<file path="src/rtl/cmd_stream_pkg.sv">
// ---------------------------------------------------------------------------
// cmd_stream_pkg : opcodes, header layout and FSM encoding shared with parser
// Revision: 1.0
// ---------------------------------------------------------------------------
`default_nettype none

package cmd_stream_pkg;

  localparam int OP_POS        = 28;
  localparam int OP_SIZE       = 4;
  localparam int OP_IMM_SIZE   = 28;
  localparam int FOG_LUT_BEATS = 33;
  localparam int LEN_W         = 14;

  typedef enum logic [OP_SIZE-1:0] {
    OP_NOP             = 4'd0,
    OP_RENDER_CONFIG   = 4'd1,
    OP_FRAMEBUFFER     = 4'd2,
    OP_TRIANGLE_STREAM = 4'd3,
    OP_TEXTURE_STREAM  = 4'd4,
    OP_FOG_LUT_STREAM  = 4'd5
  } opcode_t;

  typedef enum logic [2:0] {
    ST_IDLE    = 3'd0,
    ST_HEADER  = 3'd1,
    ST_PAYLOAD = 3'd2
  } gen_state_t;

  // Unknown opcodes collapse to a bare NOP header.
  function automatic logic [31:0] header_word(input logic [OP_SIZE-1:0]     op,
                                              input logic [OP_IMM_SIZE-1:0] imm);
    logic [31:0] w;
    w = '0;
    if (op <= OP_FOG_LUT_STREAM) begin
      w[OP_POS +: OP_SIZE]   = op;
      w[OP_IMM_SIZE-1:0]     = imm;
    end
    return w;
  endfunction

  function automatic logic [LEN_W-1:0] payload_beats(input logic [OP_SIZE-1:0] op,
                                                     input logic [LEN_W-1:0]   len);
    case (op)
      OP_RENDER_CONFIG:   return LEN_W'(1);
      OP_FOG_LUT_STREAM:  return LEN_W'(FOG_LUT_BEATS);
      OP_TRIANGLE_STREAM,
      OP_TEXTURE_STREAM:  return len;
      default:            return '0;
    endcase
  endfunction

endpackage

`default_nettype wire

</file>
<file path="src/rtl/cmd_axis_skid_buffer.sv">
// ---------------------------------------------------------------------------
// cmd_axis_skid_buffer : 2-entry registered output stage; s_valid only when accepted
// Revision: 1.0
// ---------------------------------------------------------------------------
`default_nettype none

module cmd_axis_skid_buffer #(
  parameter int WIDTH = 32
) (
  input  logic             aclk,
  input  logic             resetn,
  input  logic             s_valid,
  input  logic [WIDTH-1:0] s_data,
  input  logic             s_last,
  output logic             empty,
  output logic             m_valid,
  input  logic             m_ready,
  output logic [WIDTH-1:0] m_data,
  output logic             m_last
);

  logic             skid_valid;
  logic [WIDTH-1:0] skid_data;
  logic             skid_last;
  logic             push;
  logic             out_free;

  assign empty    = !skid_valid;
  assign push     = s_valid && (!skid_valid || m_ready);
  assign out_free = !m_valid || m_ready;

  always_ff @(posedge aclk or negedge resetn) begin
    if (!resetn) begin
      m_valid    <= 1'b0;
      m_data     <= '0;
      m_last     <= 1'b0;
      skid_valid <= 1'b0;
      skid_data  <= '0;
      skid_last  <= 1'b0;
    end else if (out_free) begin
      if (skid_valid) begin
        m_valid    <= 1'b1;
        m_data     <= skid_data;
        m_last     <= skid_last;
        skid_valid <= push;
        if (push) begin
          skid_data <= s_data;
          skid_last <= s_last;
        end
      end else begin
        m_valid <= push;
        if (push) begin
          m_data <= s_data;
          m_last <= s_last;
        end
      end
    end else if (push) begin
      skid_valid <= 1'b1;
      skid_data  <= s_data;
      skid_last  <= s_last;
    end
  end

endmodule

`default_nettype wire

</file>
<file path="src/rtl/command_stream_generator.sv">
// ---------------------------------------------------------------------------
// command_stream_generator : header + payload command stream toward the parser
// Option macro CMD_GEN_TLAST_CHECK_EN adds the sticky tlastError output.  Rev 1.0
// ---------------------------------------------------------------------------
`default_nettype none

module command_stream_generator
  import cmd_stream_pkg::*;
#(
  parameter int CMD_STREAM_WIDTH = 32
) (
  input  logic                        aclk,
  input  logic                        resetn,
  input  logic                        s_req_valid,
  output logic                        s_req_ready,
  input  logic [3:0]                  s_req_op,
  input  logic [27:0]                 s_req_imm,
  input  logic [13:0]                 s_req_len,
  input  logic                        s_payload_axis_tvalid,
  output logic                        s_payload_axis_tready,
  input  logic                        s_payload_axis_tlast,
  input  logic [CMD_STREAM_WIDTH-1:0] s_payload_axis_tdata,
  output logic                        m_cmd_axis_tvalid,
  input  logic                        m_cmd_axis_tready,
  output logic                        m_cmd_axis_tlast,
  output logic [CMD_STREAM_WIDTH-1:0] m_cmd_axis_tdata,
  output logic                        busy,
  output logic [2:0]                  dbgState
`ifdef CMD_GEN_TLAST_CHECK_EN
  ,
  output logic                        tlastError
`endif
);

  gen_state_t                  state, next_state;
  logic [LEN_W-1:0]            cnt, cnt_next;
  logic                        out_of_reset;
  logic                        req_fire;
  logic                        pl_fire;
  logic [LEN_W-1:0]            req_beats;
  logic                        sb_valid;
  logic [CMD_STREAM_WIDTH-1:0] sb_data;
  logic                        sb_last;
  logic                        sb_empty;

  assign req_beats   = payload_beats(s_req_op, s_req_len);
  assign s_req_ready = out_of_reset && (state == ST_IDLE) && sb_empty;
  assign req_fire    = s_req_valid && s_req_ready;
  assign pl_fire     = (state == ST_PAYLOAD) && s_payload_axis_tvalid && m_cmd_axis_tready;

  assign s_payload_axis_tready = (state == ST_PAYLOAD) && m_cmd_axis_tready;
  assign busy     = (state != ST_IDLE);
  assign dbgState = state;

  always_ff @(posedge aclk or negedge resetn) begin
    if (!resetn) begin
      state        <= ST_IDLE;
      cnt          <= '0;
      out_of_reset <= 1'b0;
    end else begin
      state        <= next_state;
      cnt          <= cnt_next;
      out_of_reset <= 1'b1;
    end
  end

  // The header is pushed on the request handshake itself so it is valid one cycle later.
  always_comb begin
    next_state = state;
    cnt_next   = cnt;
    sb_valid   = 1'b0;
    sb_data    = '0;
    sb_last    = 1'b0;
    case (state)
      ST_IDLE: begin
        sb_data[31:0] = header_word(s_req_op, s_req_imm);
        sb_last       = (req_beats == '0);
        if (req_fire) begin
          sb_valid   = 1'b1;
          cnt_next   = req_beats;
          next_state = ST_HEADER;
        end
      end
      ST_HEADER: begin
        next_state = (cnt == '0) ? ST_IDLE : ST_PAYLOAD;
      end
      ST_PAYLOAD: begin
        sb_valid = pl_fire;
        sb_data  = s_payload_axis_tdata;
        sb_last  = (cnt == LEN_W'(1));
        if (pl_fire) begin
          cnt_next = cnt - LEN_W'(1);
          if (cnt == LEN_W'(1)) next_state = ST_IDLE;
        end
      end
      default: next_state = ST_IDLE;
    endcase
  end

  cmd_axis_skid_buffer #(
    .WIDTH (CMD_STREAM_WIDTH)
  ) u_out_stage (
    .aclk    (aclk),
    .resetn  (resetn),
    .s_valid (sb_valid),
    .s_data  (sb_data),
    .s_last  (sb_last),
    .empty   (sb_empty),
    .m_valid (m_cmd_axis_tvalid),
    .m_ready (m_cmd_axis_tready),
    .m_data  (m_cmd_axis_tdata),
    .m_last  (m_cmd_axis_tlast)
  );

`ifdef CMD_GEN_TLAST_CHECK_EN
  logic tlast_err;
  always_ff @(posedge aclk or negedge resetn) begin
    if (!resetn) begin
      tlast_err <= 1'b0;
    end else if (pl_fire && (s_payload_axis_tlast != (cnt == LEN_W'(1)))) begin
      tlast_err <= 1'b1;
    end
  end
  assign tlastError = tlast_err;
`else
  logic unused_tlast;
  assign unused_tlast = s_payload_axis_tlast;
`endif

endmodule

`default_nettype wire

</file>
<file path="config.mk">
export PLATFORM = sky130hd
export DESIGN_NAME = command_stream_generator
export DESIGN_NICKNAME = d
export VERILOG_FILES = /design/src/rtl/cmd_stream_pkg.sv /design/src/rtl/cmd_axis_skid_buffer.sv /design/src/rtl/command_stream_generator.sv
export SDC_FILE = /design/constraint.sdc
export NUM_CORES = 1
export LEC_CHECK = 0
export BUFFER_PORTS_ARGS = -buffer_cell sky130_fd_sc_hd__buf_2
export CAP_MARGIN = 20
export CORE_UTILIZATION = 53
export CTS_BUF_LIST = sky130_fd_sc_hd__clkbuf_4
export CTS_CLUSTER_DIAMETER = 150
export CTS_CLUSTER_SIZE = 16
export DETAILED_ROUTE_END_ITERATION = 10
export PLACE_DENSITY = 0.82
export SYNTH_ARGS = -nofsm -noshare
export SYNTH_HDL_FRONTEND = slang
export SYNTH_SLANG_ARGS = --single-unit
</file>
<file path="constraint.sdc">
create_clock -name aclk -period 2.97 [get_ports aclk]
set_input_delay 0.1485 -clock aclk [delete_from_list [all_inputs] [get_ports aclk]]
set_output_delay 0.1485 -clock aclk [all_outputs]
set_load 0.005 [all_outputs]
</file>
==> metrics.yaml, run 1 <==
status: "completed"
grt_start_max_net_pins: 66
synth_seq_area_share: 0.507
grt_pass1_vias: 3826
synth_flop_cell: "dfrtp_1"
wl_per_cell_um: 15.1
grt_use_total: 0.265
postLayoutCoreUtil: 0.657
routed.top_layer: "met4"
worstSetupEndpointType: "register"
pin_count: 124
fin_nets: 676
fin_setup_tns_ns: 0
p_leak_nw: 2.39
die_w_um: 91.0
mostFrequentLayoutCells: "120 x buf_2, 84 x dfrtp_1, 68 x nand2_1, 59 x a21oi_1, 53 x nor2_1"
synthCells: 484
multi_input_area_um2: 1930
ant_nets: 0
insertion_delay_ns: 0.41
worst-path-max-fanout: 6
cap_violations: 0
wl_met2_mm: 5.16
cts_num_sinks: 85
area_delta_synth_final_pct: 20.3
dp_hpwl_mm: 7.42
finalSetupViolations: 0
grt_overflow: 0
design_area_um2: 5050
core-area_um2: 7690
final_common_cell: "buf_2"
skew_ns: 0.0158
max_slew_margin: 0.388
timing.final.crit_period_ns: 2.42
place_area_um2: 4910
reg2reg_from: "cnt[8]"
r2r_cells: 5
worst_slew_pin_slew_ns: 0.917
finalCritPeriodShare: 0.816
diodes: 0
synth_nets: 570
drive_above_1_share: 0.264
port_buffers: 121
grt_antenna_before_repair: 0
fmax_mhz: 413
final_max_slew_viol_count: 0
hold_viol_final: 0
cts.reportedPaths.clkPinSlew_ns: 0.13
vias: 4004
cts_setup_buffers: 0
syn_area_um2: 4200
hold_depth: 3
synth.avg_cell_area_um2: 8.67
wl_met3_um: 546
drc: 0
drt_iter0_markers: 192
holdPathEnd: "u_out_stage.skid_data[31]"
die_y_um: 91.0
power_w: 0.00459
synth_seq_cells: 85
netlist-cell-type-count: 50
post_cts_resized: 0
peakVddDrop_v: 0.000444
die-area_um2: 8280
worstSetupStartpointType: "register"
path_class: "register to register"
cts_root_buf: "clkbuf_4"
p_per_area_nw_per_um2: 909
rows: 32
hold_start: "s_payload_axis_tdata[31]"
rsz0062_at_grt: "false"
ff_latch_area_um2: 2130
wl_met1_mm: 4.61
gp_congestion: 0.868
cts_tree: "done"
yosysWarnings: 0
synth_enable_flop_cells: 0
cts_buffers: 9
grt_pass1_wl_mm: 17.6
nFillCells: 691
routed_wl_mm: 10.5
htree_num_levels: 3
start_util: 0.546
worst_hold_path_type: "primary input to register"
viasPerCell: 5.75
synth_async_sr_flop_share: 1.00
rrSetupSlack_ns: 0.55
required_ns: 3.29
cts_max_path_buffers: 2
cp.arrival_ns: 2.74
r2r_end: "u_out_stage.m_last"
drt_first_pass_iters: 4
## flip-flops by register name (all words and copies together), names as in the netlist
| name | count |
|---|---|
| out_of_reset | 1 |
| u_out_stage.m_valid | 1 |
| cnt | 14 |
| u_out_stage.skid_valid | 1 |
| u_out_stage.m_last | 1 |
| u_out_stage.skid_data | 32 |
| u_out_stage.m_data | 32 |
| dbgState | 2 |
| u_out_stage.skid_last | 1 |
## Yosys cell counts (all sizes together), types with 3 or more instances
master  instances  area, um2
or4             3       26.3
nand2          68        255
nor2           53        199
clkbuf         33        124
nor3            4       20.0
inv             5       18.8
a311oi          5       43.8
dfrtp          85       2130
buf             5       25.0
and2            3       18.8
o21ai          71        355
a22oi          30        225
a31oi           7       43.8
o22a            3       26.3
nand3           4       20.0
o31ai           4       35.0
nor4            3       18.8
a21oi          59        295
## critical path, cell delays in order, from the launching register on
cell and delay, ns:
dfrtp_1 0.44, or4_1 0.65, or4_4 0.48, or3_1 0.38, a2bb2oi_1 0.17, o31ai_2 0.22
## worst max-delay path by stage
stage,startpoint,to,depth (start not counted)
after floorplan,cnt[9],u_out_stage.m_last,6
after global placement,cnt[8],u_out_stage.m_last,5
after detailed placement,cnt[8],u_out_stage.m_last,5
after CTS,cnt[6],u_out_stage.m_last,5
after global routing,dbgState[0],cnt[7],5
final,cnt[8],u_out_stage.m_last,5
## per-stage QoR
| stage | cells | hold WS (ns) | setup slack, ns |
|---|---|---|---|
| after global placement | 680 | 0.210 | 0.650 |
| final | 696 | 0.0136 | 0.547 |
| after floorplan | 484 | -0.147 | 0.716 |
| after detailed placement | 680 | 0.225 | 0.599 |
| after global routing | 696 | 0.0199 | 0.389 |
| after CTS | 696 | 0.00222 | 0.561 |
## what timing repair did
item / CTS / global route
endpoints found under the hold margin: 49 / 0
endpoints found under the setup margin: 0 / 0
hold buffers: 1 / 0
## cell families after synthesis
logic type,Yosys count,synth area share
buf+inv,43,0.0399
fa+ha+maj,2,0.00596
flops,85,0.507
mux,4,0.0101
compound gates,193,0.272
simple gates,155,0.164
other cells,2,0.00179
## area by class of cell
type | count | share of cell area
tap | 102 | 0.0253
clock inverter | 4 | 0.00991
sequential | 85 | 0.422
clock buffer | 11 | 0.0164
multi-input combinational | 356 | 0.382
inverter | 5 | 0.00372
timing repair buffer | 133 | 0.141
## report_power, final
part           switching (W)  leakage [nW]  internal (W)
Sequential          0.000330          1.07       0.00165
Clock               0.000375        0.0689      0.000270
Combinational        0.00117          1.25      0.000800
Total                0.00187          2.39       0.00272
## layer usage
layer | GRT usage | vias up
li1 | - | 1940
met1 | 0.359 | 1915
met3 | 0.0335 | 13
met4 | 0.0992 | 0
met2 | 0.438 | 136
met5 | 0 | -
(Power assumes the default switching activity.)
==> run 2, diff against run 1 <==
- clock period: 2.97 -> 2.3 ns (I/O delays scaled with it)
==> metrics.yaml, run 2 (synthesized netlist as in run 1, its figures left out) <==
status: "completed"  # unchanged
max_slew_margin: 0.573  # was 0.388
grt_use_total: 0.278  # was 0.265
drt_iter0_markers: 175  # was 192
grt_pass1_vias: 3956  # was 3826
finalCritPeriodShare: 0.962  # was 0.816
grt_antenna_before_repair: 0  # unchanged
insertion_delay_ns: 0.42  # was 0.41 ns
drc: 0  # unchanged
top_regs: "u_out_stage.m_data: 32 flops, u_out_stage.skid_data: 32 flops, cnt: 14 flops"  # unchanged
p_leak_nw: 2.59  # was 2.39 nW
vias: 4211  # was 4004
rows: 32  # unchanged
mostFrequentLayoutCells: "120 x buf_2, 84 x dfrtp_1, 68 x nand2_1, 59 x a21oi_1, 53 x nor2_1"  # unchanged
grt_pass1_wl_mm: 18.3  # was 17.6 mm
rsz0062_at_grt: "true"  # was false
cts_max_path_buffers: 2  # unchanged
dp_hpwl_mm: 7.50  # was 7.42 mm
grt_start_max_net_pins: 66  # unchanged
skew_ns: 0.0286  # was 0.0158 ns
cts_buffers: 9  # unchanged
cts_tree: "done"  # unchanged
htree_num_levels: 3  # unchanged
area_delta_synth_final_pct: 30.7  # was 20.3%
cts_num_sinks: 85  # unchanged
pin_count: 124  # unchanged
die_y_um: 91.0  # unchanged
ant_nets: 0  # unchanged
path_class: "register to register"  # unchanged
final_max_slew_viol_count: 0  # unchanged
viasPerCell: 5.68  # was 5.75
wl_per_cell_um: 15.2  # was 15.1 um
die_w_um: 91.0  # unchanged
worst_slew_pin_slew_ns: 0.631  # was 0.917 ns
core-area_um2: 7690  # unchanged
fin_nets: 721  # was 676
timing.final.crit_period_ns: 2.21  # was 2.42 ns
postLayoutCoreUtil: 0.714  # was 0.657
hold_viol_final: 0  # unchanged
peakVddDrop_v: 0.000574  # was 0.000444 V
worstSetupEndpointType: "register"  # unchanged
design_area_um2: 5490  # was 5050 um2
start_util: 0.546  # unchanged
worst_hold_path_type: "primary input to register"  # unchanged
diodes: 0  # unchanged
worst-path-max-fanout: 4  # was 6
rrSetupSlack_ns: 0.09  # was 0.55 ns
port_buffers: 121  # unchanged
finalSetupViolations: 0  # unchanged
gp_congestion: 0.881  # was 0.868
fmax_mhz: 452  # was 413 MHz
cts.reportedPaths.clkPinSlew_ns: 0.15  # was 0.13 ns
p_per_area_nw_per_um2: 1160  # was 909 nW/um2
cts_root_buf: "clkbuf_4"  # unchanged
worstSetupStartpointType: "register"  # unchanged
routed_wl_mm: 11.3  # was 10.5 mm
required_ns: 2.65  # was 3.29 ns
final_common_cell: "buf_2"  # unchanged
fin_setup_tns_ns: 0  # unchanged
die-area_um2: 8280  # unchanged
drt_first_pass_iters: 5  # was 4
cp.arrival_ns: 2.56  # was 2.74 ns
place_area_um2: 4990  # was 4910 um2
cap_violations: 0  # unchanged
grt_overflow: 0  # unchanged
drive_above_1_share: 0.277  # was 0.264
==> run 2: final timing paths <==
| kind | cells past startpoint | startpoint | end |
|---|---|---|---|
| worst max-delay path | 5 | cnt[9] | u_out_stage.m_last |
| worst min-delay path | 3 | s_req_len[4] | cnt[4] |
| worst max register to register | 5 | cnt[9] | u_out_stage.m_last |
| worst min register to register | 2 | u_out_stage.m_data[12] | u_out_stage.m_data[12] |
| max in group asynchronous | 3 | resetn | cnt[13] |
| min in group asynchronous | 2 | resetn | u_out_stage.m_data[14] |
==> run 2: per-stage QoR <==
stage / hold WS [ns] / setup WS (ns) / power, W / instances
detailed placement: 0.156 / 0.0620 / 0.00520 / 693
global route: 0.00528 / -0.00740 / 0.00685 / 742
global placement: 0.161 / 0.0927 / 0.00508 / 693
finish: 0.0216 / 0.0863 / 0.00634 / 742
floorplan: -0.181 / 0.0463 / 0.00418 / 484
CTS: 0.00202 / 0.0536 / 0.00628 / 737
==> run 2: timing repair <==
item,in CTS,in global routing
setup endpoints to repair,0,7
setup buffers,0,5
hold endpoints to repair,64,0
gates resized for setup,0,2
hold buffers,28,0
==> run 2: final cells by class <==
| class | count | area (um2) |
|---|---|---|
| clock inverters | 7 | 97.6 |
| flip-flops and latches | 85 | 2130 |
| repair buffers | 178 | 1110 |
| well taps | 102 | 128 |
| fillers | 617 | 2200 |
| clock buffers | 9 | 67.6 |
| inverters | 5 | 18.8 |
| multi-input cells | 356 | 1940 |
==> run 2: power by group <==
part | internal [W] | switching, W | leakage [nW]
Sequential | 0.00213 | 0.000397 | 1.07
Clock | 0.000444 | 0.000525 | 0.0777
Combinational | 0.00123 | 0.00162 | 1.44
Total | 0.00380 | 0.00254 | 2.59
==> run 2: per-layer routing <==
metal | GRT usage | vias to the layer above | share of wire
li1 | - | 2034 | -
met1 | 0.373 | 2015 | 0.42
met2 | 0.462 | 148 | 0.51
met3 | 0.0377 | 14 | 0.058
met4 | 0.101 | 0 | 0.013
met5 | 0 | - | 0
==> run 2: critical path: stages (launching register included) <==
cell and delay, ns:
dfrtp_1 0.40, or4_4 0.55, or4_4 0.44, or3_1 0.38, a2bb2oi_1 0.16, o31ai_2 0.22
